$ cat src/rtl/addsub_seq_pkg.sv
// Shared types and constants for the add/sub accumulator sequencer.
// Holds the opcode and FSM state encodings plus the signed-overflow helper.
package addsub_seq_pkg;

  localparam int unsigned DATA_W = 4;

  typedef enum logic [1:0] {
    OP_CLEAR = 2'd0,
    OP_LOAD  = 2'd1,
    OP_ADD   = 2'd2,
    OP_SUB   = 2'd3
  } op_e;

  typedef enum logic [1:0] {
    IDLE = 2'd0,
    EXEC = 2'd1,
    RESP = 2'd2
  } state_e;

  // Two's-complement overflow from the sign bits of accumulator, operand and result.
  function automatic logic signed_ovf(input logic a, input logic b, input logic r,
                                      input logic sub);
    if (sub) begin
      return (a != b) && (r != a);
    end
    return (a == b) && (r != a);
  endfunction

endpackage

$ cat src/rtl/four_bit_adder_subtractor.sv
// Existing 4-bit adder/subtractor: Result = A + B, or A + ~B + 1 when subtract is set.
// Cout is the raw carry out of the 4-bit addition in both modes.
module four_bit_adder_subtractor (
  input  logic [3:0] A,
  input  logic [3:0] B,
  input  logic       subtract,
  output logic [3:0] Result,
  output logic       Cout
);

  logic [3:0] b_eff;

  assign b_eff = B ^ {4{subtract}};
  assign {Cout, Result} = {1'b0, A} + {1'b0, b_eff} + {4'b0000, subtract};

endmodule

$ cat src/rtl/addsub_sequencer.sv
// Single-command accumulator sequencer (IDLE -> EXEC -> RESP) with valid/ready handshakes.
// Optional signed overflow output is enabled by defining ADDSUB_OVF_EN.
module addsub_sequencer
  import addsub_seq_pkg::*;
#(
  parameter logic [DATA_W-1:0] ACC_RST_VAL = 4'h0
) (
  input  logic              clk,
  input  logic              rst_n,
  input  logic              in_valid,
  output logic              in_ready,
  input  logic [1:0]        in_op,
  input  logic [DATA_W-1:0] in_data,
  output logic              out_valid,
  input  logic              out_ready,
  output logic [DATA_W-1:0] out_result,
  output logic              out_cout,
  output logic              out_zero
`ifdef ADDSUB_OVF_EN
  ,
  output logic              out_ovf
`endif
);

  state_e            state_q;
  op_e               op_q;
  logic [DATA_W-1:0] data_q;
  logic [DATA_W-1:0] acc_q;
  logic              cout_q;
  logic              valid_q;
  logic              ready_q;
  logic [DATA_W-1:0] sum;
  logic              sum_cout;
  logic              is_sub;
`ifdef ADDSUB_OVF_EN
  logic              ovf_q;
`endif

  assign is_sub = (op_q == OP_SUB);

  four_bit_adder_subtractor u_addsub (
    .A        (acc_q),
    .B        (data_q),
    .subtract (is_sub),
    .Result   (sum),
    .Cout     (sum_cout)
  );

  always_ff @(posedge clk or negedge rst_n) begin
    if (!rst_n) begin
      state_q <= IDLE;
      op_q    <= OP_CLEAR;
      data_q  <= '0;
      acc_q   <= ACC_RST_VAL;
      cout_q  <= 1'b0;
      valid_q <= 1'b0;
      ready_q <= 1'b1;
`ifdef ADDSUB_OVF_EN
      ovf_q   <= 1'b0;
`endif
    end else begin
      case (state_q)
        IDLE: begin
          if (in_valid && ready_q) begin
            op_q    <= op_e'(in_op);
            data_q  <= in_data;
            ready_q <= 1'b0;
            state_q <= EXEC;
          end
        end
        EXEC: begin
          unique case (op_q)
            OP_CLEAR: begin
              acc_q  <= '0;
              cout_q <= 1'b0;
            end
            OP_LOAD: begin
              acc_q  <= data_q;
              cout_q <= 1'b0;
            end
            OP_ADD, OP_SUB: begin
              acc_q  <= sum;
              cout_q <= sum_cout;
            end
          endcase
`ifdef ADDSUB_OVF_EN
          if (op_q == OP_ADD || op_q == OP_SUB) begin
            ovf_q <= signed_ovf(acc_q[DATA_W-1], data_q[DATA_W-1], sum[DATA_W-1], is_sub);
          end else begin
            ovf_q <= 1'b0;
          end
`endif
          valid_q <= 1'b1;
          state_q <= RESP;
        end
        RESP: begin
          // Result registers are only written in EXEC, so they hold here until the handshake.
          if (out_ready) begin
            valid_q <= 1'b0;
            ready_q <= 1'b1;
            state_q <= IDLE;
          end
        end
        default: begin
          valid_q <= 1'b0;
          ready_q <= 1'b1;
          state_q <= IDLE;
        end
      endcase
    end
  end

  assign in_ready   = ready_q;
  assign out_valid  = valid_q;
  assign out_result = acc_q;
  assign out_cout   = cout_q;
  assign out_zero   = (acc_q == '0);
`ifdef ADDSUB_OVF_EN
  assign out_ovf    = ovf_q;
`endif

endmodule

$ cat config.mk
export PLATFORM = sky130hd
export DESIGN_NAME = addsub_sequencer
export DESIGN_NICKNAME = d
export VERILOG_FILES = /design/src/rtl/addsub_seq_pkg.sv /design/src/rtl/four_bit_adder_subtractor.sv /design/src/rtl/addsub_sequencer.sv
export SDC_FILE = /design/constraint.sdc
export NUM_CORES = 1
export LEC_CHECK = 0
export BUFFER_PORTS_ARGS = -buffer_cell sky130_fd_sc_hd__buf_2
export CAP_MARGIN = 30
export CORE_MARGIN = 2
export CORE_UTILIZATION = 37
export CTS_BUF_LIST = sky130_fd_sc_hd__clkbuf_8
export CTS_CLUSTER_DIAMETER = 100
export DETAILED_ROUTE_END_ITERATION = 12
export GPL_TIMING_DRIVEN = 0
export PLACE_DENSITY_LB_ADDON = 0.3
export SLEW_MARGIN = 10
export SYNTH_ARGS = -nofsm -noshare
export SYNTH_HDL_FRONTEND = slang
export SYNTH_SLANG_ARGS = --single-unit
$ cat constraint.sdc
create_clock -name clk -period 2.55 [get_ports clk]
set_clock_uncertainty 0.2 [all_clocks]
set_input_delay 0 -clock clk [delete_from_list [all_inputs] [get_ports clk]]
set_output_delay 0 -clock clk [all_outputs]
set_load 0.05 [all_outputs]
==> results_dict.tcl <==
set metrics [dict create \
    avgSynthCellArea_sq_um 10.4 \
    fin_crit_sh 0.839 \
    drv_cap 0 \
    die_h_um 50.9 \
    yosys-top-cells-count "dfrtp_1, nand2_1, o21ai_0, mux2_2, a21oi_1" \
    clkSlewWorstSetupHoldPaths_ps 60 \
    crit_fanout 7 \
    cts_buffers 3 \
    setup_tns_ps 0 \
    ant_nets 0 \
    ioPinCount 18 \
    powerDensity_mw_per_mm2 1050 \
    grt_pass1_vias 635 \
    synth_seq_cells 15 \
    synthesis.nets 92 \
    layout-drive-gt1-share 0.273 \
    gp_congestion 0.822 \
    synth_edf_count 0 \
    core_sq_mm 0.00202 \
    h-tree-depth 1 \
    dr.pass1.iters 2 \
    ir_worst_vdd_v 0.000583 \
    cp_data_arrival_time_ps 2110 \
    pwr-share-clk 0.166 \
    finalSetupViolCount 0 \
    hp-class "primary input to async pin" \
    final-hold-violation-count 0 \
    ys_warn_count 0 \
    cp_num_buf_inv 1 \
    synthTopCellsByArea "dfrtp_1, mux2_2, nand2_1" \
    drt_iter0_drc 4 \
    nets 125 \
    rsz0062_at_grt "false" \
    synth_top_area_cell "dfrtp_1" \
    layout_min_cycle_time_ps 2140 \
    crit_type "flip-flop to flip-flop" \
    pwr-share-seq 0.344 \
    area_growth_pct 33.8 \
    path_common_cell "o21ai_0" \
    clockRootBuffer "clkbuf_8" \
    fillers 197 \
    status "finished clean" \
    ys_async_sr_fraction 1.00 \
    syn-instance-count 78 \
    slew_headroom 0.572 \
    vias_per_cell 4.72 \
    synth.distinct_cells 25 \
    yosysMostFrequentCell "dfrtp_1" \
    ctsLongestPathBuffers 2 \
    grtUsageTotal 0.140 \
    switching_share 0.412 \
    cp-start-kind "flip-flop" \
    ys_seq_area_frac 0.462 \
    die_w_um 50.9 \
    required_ps 2520 \
    cpMaxStageDelayCell "dfrtp_1" \
    grt_first_pass_wirelength_mm 2.73 \
    cts.sinks 15 \
    timing.fmax_ghz 0.467 \
    portBuffers 17 \
    cp-end-kind "flip-flop" \
    post_drt_wl_per_cell_um 10.9 \
    cp_slowest_stage_delay_ps 460 \
    antenna_cells 0 \
    synth_area_sq_um 815 \
    antenna_found_initial 0 \
    power_frac_comb 0.490 \
    drcViolationCount 0 \
    floorplan.initialDensity 0.403 \
    grt-ovfl-total 0 \
    grt_max_degree 15 \
    synth_ff_type "dfrtp_1" \
    internal-power_uw 669 \
    hpwl_mm 1.13 \
    wl_mm 1.49 \
    num_rows 16 \
    clock_latency_ps 250 \
    final_util 0.539 \
    total_leakage_power_uw 0.000503 \
    cp_cell_sequence "nand2_1, xnor2_1, inv_1, fa_1, nor2b_1, o21a_1, o21ai_0, o21ai_0" \
    tritoncts "done" \
    netlist.area_leader.share 0.430 \
    switching_power_uw 469 \
    dieArea_sq_mm 0.00259 \
    cp_top_family "flip-flops" \
    tightest_slew_ps 640 \
    slew_viol_final 0 \
    vias 646 \
]
==> path summary, 6_finish.rpt <==
| kind | start | end | slack [ps] | depth (start not counted) |
|---|---|---|---|---|
| worst min-delay path | rst_n | in_ready$_DFFE_PN1P_ | 40 | 2 |
| worst max register to register | op_q[0]$_DFFE_PN0P_ | out_cout$_DFFE_PN0P_ | 410 | 8 |
| worst min register to register | out_valid$_DFFE_PN0P_ | out_valid$_DFFE_PN0P_ | 270 | 1 |
| worst max-delay path | op_q[0]$_DFFE_PN0P_ | out_cout$_DFFE_PN0P_ | 410 | 8 |
| min in group clk | out_valid$_DFFE_PN0P_ | out_valid$_DFFE_PN0P_ | 270 | 1 |
| max in group asynchronous | rst_n | out_result[2]$_DFFE_PN0P_ | 1050 | 3 |
==> per-stage QoR <==
stage | setup WS, ps | instances | power, uW | instance area, sq um | hold WS, ps
after floorplan | 148 | 78 | 831 | 815 | -496
after global placement | 429 | 122 | 933 | 933 | -283
after detailed placement | 413 | 122 | 950 | 933 | -276
after CTS | 386 | 137 | 1160 | 1090 | 34.2
after global routing | 206 | 137 | 1240 | 1090 | 35.4
final | 409 | 137 | 1140 | 1090 | 40.4
==> power by group through the flow <==
| stage | logic (uW) | clock network [uW] | registers, uW |
|---|---|---|---|
| 3_5_place_dp | 553 | 0 | 396 |
| 6_report | 558 | 189 | 392 |
| 4_1_cts | 566 | 197 | 392 |
| 3_3_place_gp | 537 | 0 | 396 |
| 5_1_grt | 626 | 208 | 402 |
| 2_1_floorplan | 365 | 0 | 465 |
==> state kept, by name, indices dropped and copies added, names as in the netlist <==
name	flops
in_ready	1
out_valid	1
out_result	4
data_q	4
state_q	2
out_cout	1
op_q	2
==> layout make-up <==
class,count,area (sq um),area share
clock inverter,1,5.00,0.00459
clock buffer,3,41.3,0.0379
tap,27,33.8,0.0310
timing repair buffer,28,195,0.179
inverter,2,7.51,0.00689
sequential,15,377,0.346
multi-input combinational,59,423,0.388
buffer,2,7.51,0.00689
==> what timing repair did <==
| item | in CTS | in global routing |
|---|---|---|
| resized for setup | 0 | 0 |
| hold endpoints to repair | 25 | 0 |
| setup endpoints to repair | 0 | 0 |
| buffers inserted | 0 | 0 |
| hold buffers | 11 | 0 |
==> per-layer routing <==
| metal | global-route usage | vias to the layer above | part of all wire |
|---|---|---|---|
| met2 | 0.236 | 15 | 0.46 |
| met3 | 0.0439 | 3 | 0.046 |
| met1 | 0.170 | 294 | 0.48 |
| met4 | 0.0405 | 0 | 0.0067 |
| li1 | - | 334 | - |
| met5 | 0 | - | 0 |
==> cells in the final DEF (no fill, tap or decap), drive strengths merged, types with 2 or more instances in the layout <==
master,n
xnor2,4
inv,2
buf,17
mux2,6
nor2b,3
nand2b,2
dfrtp,14
clkbuf,5
ha,3
nor3,2
dlygate4sd3,11
a21oi,5
o21a,3
o21ai,7
nand2,11
nor2,4
==> cell families (layout without fill, tap and decap cells) <==
family / count (synthesis) / after routing / synth area share
DFF: 15 / 15 / 0.462
muxes: 7 / 7 / 0.0952
xor gates and xnor gates: 5 / 5 / 0.0538
buffers and inverters: 4 / 36 / 0.0184
adders and majority gates: 4 / 4 / 0.0707
AOI/OAI and AO/OA: 18 / 18 / 0.129
and+or+nand+nor: 25 / 25 / 0.171
No activity file was read; power rests on OpenSTA's default activity.
